## src/rtl/crypt_selftest_pkg.sv

```systemverilog
// Shared types and helpers for the crypto known-answer-test sequencer.
package crypt_selftest_pkg;

    localparam int STATE_W = 3;

    typedef enum logic [STATE_W-1:0] {
        IDLE,
        FETCH,
        LOAD,
        START,
        WAIT,
        CHECK,
        NEXT,
        FIN
    } state_e;

    // True when the vector count is legal and its index fits the address width.
    function automatic bit idx_width_ok(input int num_vectors, input int idx_width);
        return (num_vectors >= 1) && (num_vectors <= 256) &&
               ($clog2(num_vectors) <= idx_width);
    endfunction

endpackage

```

## src/rtl/crypt_selftest_tmo.sv

```systemverilog
// Per-vector timeout counter: cleared while the core is started, counts while
// waiting, and flags expiry on the cycle the count reaches pTIMEOUT.
module crypt_selftest_tmo
    import crypt_selftest_pkg::*;
#(
    parameter int pTIMEOUT = 1023
) (
    input  logic crypto_clk,
    input  logic reset,
    input  logic clr_i,
    input  logic en_i,
    output logic expired_o
);

    localparam int CNT_W = $clog2(pTIMEOUT + 1);

    logic [CNT_W-1:0] cnt_q;
    logic [CNT_W-1:0] cnt_d;

    assign expired_o = en_i && (cnt_q == CNT_W'(pTIMEOUT - 1));

    always_comb begin
        // NOTE: next-state defaults to the held value first so no path leaves it unassigned (no latch).
        cnt_d = cnt_q;
        if (clr_i) begin
            cnt_d = '0;
        end else if (en_i) begin
            cnt_d = cnt_q + 1'b1;
        end
    end

    always_ff @(posedge crypto_clk or posedge reset) begin
        // NOTE: state registers use non-blocking assignment so all flops update from pre-edge values.
        if (reset) begin
            cnt_q <= '0;
        end else begin
            cnt_q <= cnt_d;
        end
    end

endmodule

```

## src/rtl/crypt_selftest_seq.sv

```systemverilog
// Known-answer-test sequencer: walks pNUM_VECTORS ROM entries through the core.
// Define SELFTEST_FAILLOG_EN to add fail_ct/fail_exp capture of the first mismatch.
module crypt_selftest_seq
    import crypt_selftest_pkg::*;
#(
    parameter int pPT_WIDTH    = 128,
    parameter int pKEY_WIDTH   = 128,
    parameter int pCT_WIDTH    = 128,
    parameter int pNUM_VECTORS = 4,
    parameter int pTIMEOUT     = 1023,
    parameter int pIDX_WIDTH   = 8
) (
    input  logic                  crypto_clk,
    input  logic                  reset,
    input  logic                  run,
    input  logic                  abort,
    output logic [pIDX_WIDTH-1:0] vec_addr,
    input  logic [pPT_WIDTH-1:0]  vec_pt,
    input  logic [pKEY_WIDTH-1:0] vec_key,
    input  logic [pCT_WIDTH-1:0]  vec_ct,
    output logic [pPT_WIDTH-1:0]  core_pt,
    output logic [pKEY_WIDTH-1:0] core_key,
    output logic                  core_start,
    input  logic                  core_done,
    input  logic [pCT_WIDTH-1:0]  core_ct,
    output logic                  busy,
    output logic                  done,
    output logic                  pass,
    output logic [pIDX_WIDTH:0]   fail_count,
    output logic [pIDX_WIDTH-1:0] first_fail_idx,
    output logic                  timeout_flag,
    output logic                  aborted
`ifdef SELFTEST_FAILLOG_EN
    ,
    output logic [pCT_WIDTH-1:0]  fail_ct,
    output logic [pCT_WIDTH-1:0]  fail_exp
`endif
);

    localparam logic [pIDX_WIDTH-1:0] LAST_IDX = pIDX_WIDTH'(pNUM_VECTORS - 1);

    if (!idx_width_ok(pNUM_VECTORS, pIDX_WIDTH)) begin : g_bad_cfg
        $error("crypt_selftest_seq: pNUM_VECTORS out of range for pIDX_WIDTH");
    end

    state_e                  state_q;
    logic [pIDX_WIDTH-1:0]   idx_q;
    logic [pIDX_WIDTH-1:0]   ffi_q;
    logic [pIDX_WIDTH:0]     fail_q;
    logic [pPT_WIDTH-1:0]    core_pt_q;
    logic [pKEY_WIDTH-1:0]   core_key_q;
    logic [pCT_WIDTH-1:0]    exp_q;
    logic [pCT_WIDTH-1:0]    ct_q;
    logic                    start_q;
    logic                    busy_q;
    logic                    done_q;
    logic                    pass_q;
    logic                    tmo_flag_q;
    logic                    aborted_q;
`ifdef SELFTEST_FAILLOG_EN
    logic [pCT_WIDTH-1:0]    fail_ct_q;
    logic [pCT_WIDTH-1:0]    fail_exp_q;
    logic                    log_vld_q;
`endif

    logic                    tmo_expired;
    logic                    fin_abort;
    logic                    fin_entry;
    logic [pIDX_WIDTH:0]     fail_inc;

    crypt_selftest_tmo #(
        .pTIMEOUT (pTIMEOUT)
    ) u_tmo (
        .crypto_clk (crypto_clk),
        .reset      (reset),
        .clr_i      (state_q == START),
        .en_i       (state_q == WAIT),
        .expired_o  (tmo_expired)
    );

    assign fail_inc = (&fail_q) ? fail_q : fail_q + 1'b1;

    // Abort is honoured only at state boundaries; a done in WAIT completes the vector first.
    always_comb begin
        fin_abort = abort && ((state_q == FETCH) || (state_q == NEXT) ||
                              ((state_q == WAIT) && !core_done));
        fin_entry = fin_abort || ((state_q == NEXT) && (idx_q == LAST_IDX));
    end

    always_ff @(posedge crypto_clk or posedge reset) begin
        if (reset) begin
            state_q    <= IDLE;
            idx_q      <= '0;
            ffi_q      <= '0;
            fail_q     <= '0;
            core_pt_q  <= '0;
            core_key_q <= '0;
            exp_q      <= '0;
            ct_q       <= '0;
            start_q    <= 1'b0;
            busy_q     <= 1'b0;
            done_q     <= 1'b0;
            pass_q     <= 1'b0;
            tmo_flag_q <= 1'b0;
            aborted_q  <= 1'b0;
`ifdef SELFTEST_FAILLOG_EN
            fail_ct_q  <= '0;
            fail_exp_q <= '0;
            log_vld_q  <= 1'b0;
`endif
        end else begin
            start_q <= 1'b0;
            unique case (state_q)
                IDLE: begin
                    if (run) begin
                        state_q    <= FETCH;
                        busy_q     <= 1'b1;
                        done_q     <= 1'b0;
                        pass_q     <= 1'b0;
                        fail_q     <= '0;
                        ffi_q      <= '0;
                        tmo_flag_q <= 1'b0;
                        aborted_q  <= 1'b0;
                        idx_q      <= '0;
`ifdef SELFTEST_FAILLOG_EN
                        fail_ct_q  <= '0;
                        fail_exp_q <= '0;
                        log_vld_q  <= 1'b0;
`endif
                    end
                end
                FETCH: state_q <= fin_abort ? FIN : LOAD;
                LOAD: begin
                    core_pt_q  <= vec_pt;
                    core_key_q <= vec_key;
                    exp_q      <= vec_ct;
                    start_q    <= 1'b1;
                    state_q    <= START;
                end
                START: state_q <= WAIT;
                WAIT: begin
                    if (core_done) begin
                        ct_q    <= core_ct;
                        state_q <= CHECK;
                    end else if (fin_abort) begin
                        state_q <= FIN;
                    end else if (tmo_expired) begin
                        tmo_flag_q <= 1'b1;
                        fail_q     <= fail_inc;
                        if (fail_q == '0) ffi_q <= idx_q;
                        state_q    <= NEXT;
                    end
                end
                CHECK: begin
                    if (ct_q != exp_q) begin
                        fail_q <= fail_inc;
                        if (fail_q == '0) ffi_q <= idx_q;
`ifdef SELFTEST_FAILLOG_EN
                        if (!log_vld_q) begin
                            fail_ct_q  <= ct_q;
                            fail_exp_q <= exp_q;
                            log_vld_q  <= 1'b1;
                        end
`endif
                    end
                    state_q <= NEXT;
                end
                NEXT: begin
                    if (fin_entry) begin
                        state_q <= FIN;
                    end else begin
                        idx_q   <= idx_q + 1'b1;
                        state_q <= FETCH;
                    end
                end
                FIN:     state_q <= IDLE;
                default: state_q <= IDLE;
            endcase

            // Status outputs are registered on entry to FIN so they are valid during FIN.
            if (fin_entry) begin
                busy_q    <= 1'b0;
                done_q    <= 1'b1;
                aborted_q <= fin_abort;
                pass_q    <= !fin_abort && (fail_q == '0) && !tmo_flag_q;
            end
        end
    end

    assign vec_addr       = idx_q;
    assign core_pt        = core_pt_q;
    assign core_key       = core_key_q;
    assign core_start     = start_q;
    assign busy           = busy_q;
    assign done           = done_q;
    assign pass           = pass_q;
    assign fail_count     = fail_q;
    assign first_fail_idx = ffi_q;
    assign timeout_flag   = tmo_flag_q;
    assign aborted        = aborted_q;
`ifdef SELFTEST_FAILLOG_EN
    assign fail_ct        = fail_ct_q;
    assign fail_exp       = fail_exp_q;
`endif

endmodule

```

## config.mk

```make
export PLATFORM = sky130hd
export DESIGN_NAME = crypt_selftest_seq
export DESIGN_NICKNAME = d
export VERILOG_FILES = /design/src/rtl/crypt_selftest_pkg.sv /design/src/rtl/crypt_selftest_tmo.sv /design/src/rtl/crypt_selftest_seq.sv
export SDC_FILE = /design/constraint.sdc
export NUM_CORES = 1
export LEC_CHECK = 0
export ABC_AREA = 1
export BUFFER_PORTS_ARGS = -buffer_cell sky130_fd_sc_hd__buf_2
export CORE_AREA = 3 3 309 311
export DETAILED_ROUTE_END_ITERATION = 6
export DIE_AREA = 0 0 312 314
export GPL_ROUTABILITY_DRIVEN = 0
export SLEW_MARGIN = 20
export SYNTH_ARGS = -nofsm -noshare
export SYNTH_HDL_FRONTEND = slang
export SYNTH_HIERARCHICAL = 1
export SYNTH_SLANG_ARGS = --single-unit
```

## constraint.sdc

```tcl
create_clock -name crypto_clk -period 32.2 [get_ports crypto_clk]
set_input_delay 6.44 -clock crypto_clk [delete_from_list [all_inputs] [get_ports crypto_clk]]
set_output_delay 6.44 -clock crypto_clk [all_outputs]
set_load 0.05 [all_outputs]
```

==> results of run 1 <==
[flip-flops by register name (all words and copies together) (netlist names)]
name / flops
core_start: 1
u_tmo/cnt_q: 10
busy: 1
done: 1
ct_q: 128
fail_count: 9
first_fail_idx: 8
state_q: 3
core_key: 128
pass: 1
core_pt: 128
exp_q: 128
aborted: 1
timeout_flag: 1
vec_addr: 8
[worst paths after layout]
path / cells after the start / startpoint / slack, ns / to
worst max-delay path: 6 / reset / 22.34 / core_pt[66]$_DFFE_PP0P_
worst min-delay path: 2 / core_key[102]$_DFFE_PP0P_ / 0.46 / core_key[102]$_DFFE_PP0P_
worst max register to register: 8 / state_q[0]$_DFFE_PP0P_ / 28.05 / core_pt[57]$_DFFE_PP0P_
worst min register to register: 2 / core_key[102]$_DFFE_PP0P_ / 0.46 / core_key[102]$_DFFE_PP0P_
max in group crypto_clk: 6 / core_done / 24.08 / ct_q[17]$_DFFE_PP0P_
min in group asynchronous: 2 / reset / 5.91 / u_tmo/cnt_q[6]$_DFFE_PP0P_
[cell families after synthesis]
group,count (synthesis)
buffers and inverters,191
flip-flops,556
multiplexers,111
AO/OA/AOI/OAI,66
XOR/XNOR,115
AND/OR/NAND/NOR,1478
adder cells (fa/ha/maj),6
[cells in the final DEF (no fill, tap or decap), drive strengths merged, types with 5 or more instances in the layout]
cell type  netlist  routed
a21oi           13      13
dfrtp          556     556
xor2            24      24
clkinv           2      15
xnor2           91      91
o21ai           48      48
inv             84      90
ha               6       6
nand2         1310    1310
nor3            11      11
nand4           17      17
diode            0      32
buf             25     820
nand3           37      37
bufinv           0       5
nor2            93      93
mux2           111     111
clkbuf          80      90
[per-stage QoR]
step,std cells,setup slack [ns],total power [W]
2_1_floorplan,2523,10.50,0.00245
3_3_place_gp,4492,21.46,0.00288
3_5_place_dp,4492,21.45,0.00290
4_1_cts,4610,22.14,0.00368
5_1_grt,4633,21.64,0.00388
6_report,4642,22.34,0.00363
[worst max-delay path: stages]
cell	delay, ns
buf_2	0.14
inv_8	0.50
buf_4	0.76
buf_4	0.78
buf_4	0.75
buf_4	0.83
[per-layer routing]
metal | wire (µm) | vias to the layer above
met1 | 32300 | 9158
met5 | 52 | -
met2 | 37400 | 636
met3 | 6300 | 146
li1 | - | 9377
met4 | 3320 | 8
[final cells by class]
| type | count | area, µm² |
|---|---|---|
| fill | 9803 | 62300 |
| antenna | 32 | 80.1 |
| clock buffer | 90 | 1880 |
| multi-input combinational | 1776 | 8490 |
| clock inverter | 28 | 320 |
| tap | 1254 | 1570 |
| sequential | 556 | 13900 |
| timing repair buffer | 820 | 4160 |
| inverter | 86 | 338 |
[power by group through the flow]
stage          registers (W)  logic (W)  clock network (W)
3_5_place_dp         0.00125    0.00166                  0
3_3_place_gp         0.00124    0.00164                  0
4_1_cts              0.00124    0.00166           0.000780
5_1_grt              0.00128    0.00178           0.000808
2_1_floorplan        0.00179   0.000651                  0
6_report             0.00124    0.00164           0.000755
==> results.md, run 1 <==
- Status: finished, final reports clean
- Finished Core Util: 33.0%
- Post-synth EDFFs: 0
- First DRT Iteration DRCs: 1243
- CTS Hold Bufs: 0
- Tcrit/Tclk final: 30.6%
- Hpwl dp: 59.6 mm
- Clock power frac: 20.8%
- GRT busiest layer: met2
- Post-synthesis net count: 3046
- H-tree level count: 3
- Post-route cell area: 30700 µm²
- Hold Vio Cnt, Final: 0
- Avg Cell Area, Syn: 9.18 µm²
- Post-synth top cells: nand2_1 (1303), dfrtp_1 (556), mux2_2 (110)
- Comb pwr share: 45.0%
- Crit path DAT: 10.45 ns
- Max-Cap Viols: 0
- Required @ worst endpoint: 32.79 ns
- Worst-Skew Late Latency: 0.61 ns
- Main combinational cell family by area after synthesis: simple AND/OR/NAND/NOR gates
- IO Pins: 804
- Core area: 93000 µm²
- Startpoint Class: input port
- Drt via density: 4.16
- Main synth FF type: dfrtp_1
- TritonCTS buffer count: 67
- Post-Syn Area: 23200 µm²
- Port buffer count: 803
- Post-Synth Adder-Cell Area: 0.324%
- Root Buffer: clkbuf_16
- M1 GR Usage: 19.2%
- Tmin final: 9.86 ns
- Post-synth ARST share: 100%
- Fmax: 101 MHz
- DP Area: 28500 µm²
- Post-CTS setup buffers: 0
- Met3 usage: 4.88%
- Number of antenna violations at the first check in global routing: 56
- Crit. End Element: asynchronous set/reset pin
- CTS tree: done
- Die width: 312 µm
- Pwr per Cell Area: 118 nW/µm²
- Yosys top cell area share: 60.1%
- Share of layout cells above drive strength 1: 31.7%
- Largest net degree at the start of global routing: 162
- Worst slew pin tran: 1.03 ns
- Hold Path Class: flip-flop to flip-flop
- Worst setup path class: input port to asynchronous set/reset pin
- Unique masters post-synth: 35
- Via count: 19300
- Final Max Slew Viols: 0
- Grt ovf: 0
- Most frequent cell after synthesis: nand2_1
- DRC violations left: 0
- Nets: 3830
- Unrepaired setup endpoints after global routing: false
- Compound-gate portion of the synthesized area: 1.56%
- Leakage: 16.3 nW
- # setup viols final: 0
- Mux cell area share after synthesis: 5.40%
- Die outline area: 98000 µm²
- Starting Density: 24.9%
- YS warnings: 6
- Vias in the first global route: 19600
- Die height: 314 µm
- CTS clk-pin slew, worst paths: 0.05 ns
- Drt first pass iters: 6
- Hold_ws: 0.462 ns
- WL final: 79.4 mm
- Setup TNS: 0 ns
- Sequential area share after synthesis: 60.1%
- GR Util met2: 25.3%
- First-pass GRT wire length: 119 mm
- Cells after synthesis: 2523
- Switching pwr: 0.00169 W
- Worst Path Max Fanout: 113
- Sink Count: 556
- Pint: 0.00195 W
- CTS resizes: 0
- Clk buf depth: 3
- Rows: 112
- Drt wl/cell: 17.1 µm
- Area contributors post-synth: dfrtp_1 (60%), nand2_1 (21%), mux2_2 (5.4%), xnor2_1 (3.4%), nor2_1 (1.4%)
- Synth Area in Simple Gates: 25.0%
- Antenna viol nets, final: 0
- Clock Skew: 0.0245 ns
- Rel. slew slack: 31.3%
- Sw frac: 46.4%
- Area Growth Syn to Fin: 32.8%
- Worst IR Drop VDD: 0.0000786 V
- GR Util All Layers: 15.8%
- Synth Area in XOR/XNOR: 4.35%
- #FFs+latches synth: 556
- Sequential share of power: 34.2%
- Post-synth top area cell: dfrtp_1
Note: power is estimated with default switching activity, not from simulation.
==> run 2: changes to the inputs <==
Settings changed: CORE_AREA 3 3 309 311 to 3 3 311 313, DIE_AREA 0 0 312 314 to 0 0 314 316.
Clock period 32.2 ns to 10.01 ns, I/O delays scaled along.
==> run 2 against run 1 <==
  * Combinational power rose to 3.2 times the previous value
  * Critical path depth up 2
  * Critical endpoint is now core_pt[108]$_DFFE_PP0P_
  * Clock power rose to 3.1 times the previous value
  * Non-clock buffer count down 1
  * First-iteration DRC count up 11%
  * Largest power group unchanged
  * Final cell count down 0.19%
  * Cell area down 0.39%
  * Sequential cell count unchanged
  * Clock-buffer cell count down 6
  * Worst setup slack worse by 16 ns
==> results.md, run 2 (same netlist as run 1, synthesis figures left out) <==
- Die outline area: 99200 µm² (+1.3%)
- Comb pwr share: 45.3% (+0.3 points)
- Grt ovf: 0 (unchanged)
- H-tree level count: 2 (-1)
- Register-to-Register Path Depth: 8 (unchanged)
- Nets: 3823 (-0.18%)
- R2r startpoint: state_q[0]$_DFFE_PP0P_
- Critical-path top delay cell: buf_4
- Worst setup path class: flip-flop to flip-flop
- TritonCTS buffer count: 61 (-9.0%)
- Tcrit/Tclk final: 36.0%
- CP delay by family, top: buffers and inverters
- Port buffer count: 803 (unchanged)
- PnR worst setup slack: 6.41 ns (-15.93 ns)
- Rel. slew slack: 26.7% (-4.6 points)
- Sequential share of power: 34.5% (+0.3 points)
- Clk buf depth: 3 (unchanged)
- Worst Hold End: core_pt[82]$_DFFE_PP0P_
- PnR Total Power: 0.0116 W (+220%)
- Root Buffer: clkbuf_16
- Largest net degree at the start of global routing: 178 (+9.9%)
- Hold Vio Cnt, Final: 0 (unchanged)
- Core area: 94600 µm² (+1.7%)
- Reg-to-reg endpoint: core_pt[108]$_DFFE_PP0P_
- Status: finished, final reports clean
- First-pass GRT wire length: 115 mm (-3.2%)
- Hpwl dp: 58.3 mm (-2.2%)
- Drt wl/cell: 16.8 µm (-1.5%)
- Switching pwr: 0.00539 W (+220%)
- Via count: 19300 (-0.16%)
- Unrepaired setup endpoints after global routing: false
- Slowest cell delay on critical path: 0.86 ns (+0.03 ns)
- Tmin final: 3.60 ns
- Setup TNS: 0 ns (unchanged)
- Sink Count: 556 (unchanged)
- Starting Density: 24.5% (-0.40 points)
- Hold Path Depth: 2 (unchanged)
- DRC violations left: 0 (unchanged)
- Required @ worst endpoint: 10.56 ns (-22.23 ns)
- Worst R2R Setup Slack: 6.41 ns (-21.64 ns)
- Crit path DAT: 4.15 ns (-6.30 ns)
- Rows: 113 (+0.89%)
- Pint: 0.00620 W (+220%)
- Die height: 316 µm (+0.64%)
- Clock power frac: 20.2% (-0.6 points)
- Fmax: 278 MHz
- Startpoint Class: flip-flop
- Worst slew pin tran: 1.10 ns (+0.0694 ns)
- # setup viols final: 0 (unchanged)
- DP Area: 28500 µm² (about the same)
- GR Util All Layers: 15.1% (-0.73 points)
- Worst Path Buf+Inv: 4 (-2)
- Pwr per Cell Area: 379 nW/µm² (+220%)
- CTS clk-pin slew, worst paths: 0.07 ns (+0.02 ns)
- Worst-Skew Late Latency: 0.64 ns (+0.03 ns)
- Die width: 314 µm (+0.64%)
- Area Growth Syn to Fin: 32.3%
- CTS Hold Bufs: 0 (unchanged)
- Post-place setup slack: 5.83 ns (-15.62 ns)
- Max-Cap Viols: 0 (unchanged)
- Setup crit start: state_q[0]$_DFFE_PP0P_
- Post-route cell area: 30600 µm² (-0.39%)
- Share of layout cells above drive strength 1: 31.6% (-0.12 points)
- Number of antenna violations at the first check in global routing: 46 (-18%)
- Drt first pass iters: 7 (+1)
- Post-CTS setup buffers: 0 (unchanged)
- Most frequent cells in the layout: nand2_1 (1303), buf_2 (803), dfrtp_1 (556)
- Worst IR Drop VDD: 0.000241 V (+210%)
- WL final: 78.0 mm (-1.7%)
- Clock Skew: 0.0225 ns (-0.00196 ns)
- CTS tree: done
- CTS resizes: 0 (unchanged)
- Antenna viol nets, final: 0 (unchanged)
- Critical-path cell list: inv_2, nand2_1, nor2_4, buf_4, buf_4, buf_4, nand2_1, nand2_1
- Final Max Slew Viols: 0 (unchanged)
- Most common cell after layout, fill and taps aside: nand2_1
- IO Pins: 804 (unchanged)
- Worst Path Max Fanout: 100 (-12%)
- Leakage: 16.2 nW (-0.35%)
- Crit. End Element: flip-flop
- Hold Path Class: flip-flop to flip-flop
- Hold wc startpoint: core_pt[82]$_DFFE_PP0P_
- Vias in the first global route: 19200 (-2.3%)
- First DRT Iteration DRCs: 1375 (+11%)
- Sw frac: 46.5% (+0.080 points)
- Drt via density: 4.16 (about the same)
## run 2: metrics by stage
step,hold WS (ns),cells,utilization (%)
after floorplan,0.456,2523,-
after detailed placement,0.453,4502,30.1
after global routing,0.486,4626,32.4
after global placement,0.450,4502,30.1
final,0.464,4633,32.4
after CTS,0.468,4612,32.3
## run 2: worst reg2reg max path, stage by stage (launching register included)
cell	delay (ns)
dfrtp_1	0.44
inv_2	0.12
nand2_1	0.09
nor2_4	0.16
buf_4	0.59
buf_4	0.77
buf_4	0.94
nand2_1	0.31
nand2_1	0.13
## run 2: layer usage
metal,track usage [%],vias to the layer above,part of all wire (%)
li1,-,9366,-
met1,17.8,9106,39
met2,24.8,640,48
met3,5.37,164,8.6
met4,6.33,18,3.8
met5,0,-,0.13
## run 2: layout make-up
class | count | area (µm²)
diodes | 21 | 52.6
clock buffers | 84 | 1750
clock inverters | 26 | 330
fillers | 9969 | 64000
inverters | 86 | 334
multi-input cells | 1776 | 8490
flip-flops and latches | 556 | 13900
well taps | 1265 | 1580
repair buffers | 819 | 4180
## run 2: worst max path at each step
stage / end / slack (ns) / depth (start not counted)
finish: core_pt[108]$_DFFE_PP0P_ / 6.41 / 8
global route: core_pt[108]$_DFFE_PP0P_ / 6.13 / 8
CTS: core_pt[96] / 6.34 / 1
detailed placement: ct_q[10]$_DFFE_PP0P_ / 5.83 / 6
global placement: ct_q[11]$_DFFE_PP0P_ / 5.85 / 6
floorplan: aborted$_DFFE_PP0P_ / 0.58 / 1
## run 2: power groups by stage
stage | Combinational [W] | Clock (W) | Sequential (W)
floorplan | 0.00210 | 0 | 0.00577
global placement | 0.00525 | 0 | 0.00401
detailed placement | 0.00532 | 0 | 0.00403
CTS | 0.00533 | 0.00241 | 0.00401
global route | 0.00573 | 0.00251 | 0.00415
finish | 0.00525 | 0.00234 | 0.00400
==> run 3: changes to the inputs <==
Settings changed: CORE_AREA 3 3 311 313 to 3 3 309 311, DIE_AREA 0 0 314 316 to 0 0 312 314.
Clock period 10.01 ns to 3.2 ns, I/O delays scaled along.
==> run 3 against run 2 <==
  * Wire length up 6.1%
  * First-iteration DRC count down 11%
  * Largest power group unchanged
  * Sequential share of layout area down 0.75 points
  * Clock skew up 0.0092 ns
  * Worst setup slack worse by 5.8 ns
  * Highest routed layer unchanged
  * Hold slack worse by 0.24 ns
==> results.md, run 3 (same netlist as run 1, synthesis figures left out) <==
- Status: finished, final reports clean
- Sink Count: 556 (unchanged)
- First-pass GRT wire length: 123 mm (+7.3%)
- Most frequent cells in the layout: nand2_1 (1303), buf_2 (803), dfrtp_1 (556)
- Comb pwr share: 45.3% (about the same)
- Die width: 312 µm (-0.64%)
- Antenna viol nets, final: 0 (unchanged)
- Startpoint Class: flip-flop
- Drt wl/cell: 17.7 µm (+5.1%)
- Switching pwr: 0.0170 W (+220%)
- Slowest cell delay on critical path: 0.49 ns (-0.37 ns)
- Most common cell after layout, fill and taps aside: nand2_1
- Worst IR Drop VDD: 0.000880 V (+270%)
- Sequential share of power: 33.8% (-0.7 points)
- Critical-path cell list: inv_1, nand2_1, nor2_1, nand2_1, nor2_1, nand2_1, nor2_1, nand2_1, nor2_2, nand3_4, nand2_4, nand2_1, nand2_1
- R2r startpoint: state_q[1]$_DFFE_PP0P_
- Hpwl dp: 63.2 mm (+8.3%)
- Drt first pass iters: 5 (-2)
- CTS clk-pin slew, worst paths: 0.06 ns (about the same)
- PnR worst setup slack: 0.578 ns (-5.83 ns)
- Worst R2R Setup Slack: 0.58 ns (-5.83 ns)
- Pint: 0.0198 W (+220%)
- GR Util All Layers: 16.5% (+1.4 points)
- Number of antenna violations at the first check in global routing: 55 (+20%)
- PnR Total Power: 0.0369 W (+220%)
- Hold wc startpoint: vec_ct[123]
- Crit path DAT: 3.15 ns (-1.00 ns)
- Largest net degree at the start of global routing: 131 (-26%)
- CP dominant cell by count: nand2_1
- Sw frac: 46.2% (-0.29 points)
- Port buffer count: 803 (unchanged)
- Max-Cap Viols: 0 (unchanged)
- Drt via density: 4.19 (+0.73%)
- Worst slew pin tran: 0.922 ns (-0.178 ns)
- Fillers: 9775 (-1.9%)
- Register-to-Register Path Depth: 13 (+5)
- WL final: 82.7 mm (+6.1%)
- H-tree level count: 3 (+1)
- Root Buffer: clkbuf_16
- Fmax: 381 MHz (+37%)
- Pwr per Cell Area: 1180 nW/µm² (+210%)
- Die height: 314 µm (-0.63%)
- Leakage: 16.5 nW (+1.7%)
- Post-place setup slack: 0.542 ns (-5.29 ns)
- Rel. slew slack: 38.5% (+12 points)
- Worst Hold End: exp_q[123]$_DFFE_PP0P_
- Post-CTS setup buffers: 0 (unchanged)
- Hold Path Class: input port to flip-flop
- Clock power frac: 20.9% (+0.7 points)
- Worst Path Max Fanout: 19 (-81%)
- FF+latch area: 13900 µm² (unchanged)
- Final Max Slew Viols: 0 (unchanged)
- Setup TNS: 0 ns (unchanged)
- CTS resizes: 0 (unchanged)
- Die outline area: 98000 µm² (-1.3%)
- Share of layout cells above drive strength 1: 32.3% (+0.73 points)
- CTS tree: done
- Core area: 93000 µm² (-1.6%)
- Grt ovf: 0 (unchanged)
- Worst-Skew Late Latency: 0.62 ns (-0.02 ns)
- IO Pins: 804 (unchanged)
- Critical-path top delay cell: nor2_1
- Hold Path Depth: 3 (+1)
- TritonCTS buffer count: 69 (+13%)
- Required @ worst endpoint: 3.73 ns (-6.83 ns)
- Reg-to-reg endpoint: fail_count[4]$_DFFE_PP0P_
- Nets: 3863 (+1.0%)
- Crit. End Element: flip-flop
- First DRT Iteration DRCs: 1222 (-11%)
- Hold Vio Cnt, Final: 0 (unchanged)
- Area Growth Syn to Fin: 34.5%
- Finished Core Util: 33.5% (+1.1 points)
- Via count: 19600 (+1.7%)
- Unrepaired setup endpoints after global routing: false
- Tmin final: 2.62 ns (-0.978 ns)
- Tcrit/Tclk final: 81.9% (+46 points)
- DRC violations left: 0 (unchanged)
- Area of the multi-input gates: 8490 µm² (unchanged)
- Starting Density: 24.9% (+0.40 points)
- Rows: 112 (-0.88%)
- Hold_ws: 0.223 ns (-0.242 ns)
- # setup viols final: 0 (unchanged)
- Worst setup path class: flip-flop to flip-flop
- Clk buf depth: 3 (unchanged)
- Clock Skew: 0.0317 ns (+0.00916 ns)
- Vias in the first global route: 20100 (+4.9%)
run 3: cell types whose count changed in the layout (fill, tap and decap cells not counted), moves of 2 or more:
cell,change
diode_2,+12
buf_12,+9
clkbuf_16,+8
clkinv_2,+3
clkbuf_1,+3
clkinv_8,+2
bufinv_16,-3
clkinv_4,+2
clkinvlp_4,-4
buf_4,+22
run 3: power by group through the flow:
stage                     sequential (W)  combinational [W]  clock [W]
after floorplan                   0.0181            0.00656          0
after CTS                         0.0125             0.0169    0.00796
after global placement            0.0124             0.0167          0
after detailed placement          0.0125             0.0169          0
final                             0.0125             0.0167    0.00769
after global routing              0.0129             0.0182    0.00823
run 3: layer usage:
metal / part of all wire, % / GRT usage (%) / vias up / wire, µm
met4: 3.7 / 7.73 / 18 / 3050
li1: - / - / 9450 / -
met3: 8.7 / 6.15 / 165 / 7220
met1: 40 / 19.8 / 9267 / 33400
met5: 0.13 / 0 / - / 105
met2: 47 / 26.1 / 715 / 38900
run 3: worst max-delay path, delay by kind of cell (launching register included):
kind / cells / cell delay (ns)
and+or+nand+nor: 12 / 2.02
DFF: 1 / 0.40
buffers and inverters: 1 / 0.11
run 3: per-stage QoR:
step,area [µm²],cells
after floorplan,23200,2523
after global placement,28800,4522
after detailed placement,28800,4522
after CTS,31100,4643
after global routing,31100,4662
final,31100,4676
run 3: how the worst max path moves through the flow:
stage	startpoint	to	slack, ns	depth (start not counted)
2_1_floorplan	reset	aborted$_DFFE_PP0P_	-4.87	1
4_1_cts	state_q[1]$_DFFE_PP0P_	fail_count[4]$_DFFE_PP0P_	0.51	13
5_1_grt	state_q[2]$_DFFE_PP0P_	fail_count[4]$_DFFE_PP0P_	0.34	12
3_3_place_gp	state_q[1]$_DFFE_PP0P_	fail_count[7]$_DFFE_PP0P_	0.52	13
3_5_place_dp	state_q[2]$_DFFE_PP0P_	fail_count[7]$_DFFE_PP0P_	0.54	12
6_report	state_q[1]$_DFFE_PP0P_	fail_count[4]$_DFFE_PP0P_	0.58	13
run 3: layout make-up:
class / instances / area share, %
Clock buffer: 94 / 6.24
Tap cell: 1254 / 5.04
Inverter: 86 / 1.07
Clock inverter: 26 / 0.884
Sequential cell: 556 / 44.7
Multi-Input combinational cell: 1776 / 27.3
Antenna cell: 33 / 0.265
Timing Repair Buffer: 851 / 14.6
run 3: repair_timing:
action / CTS / global route
endpoints found under the hold margin: 11 / 0
setup endpoints to repair: 0 / 0
hold buffers: 1 / 0
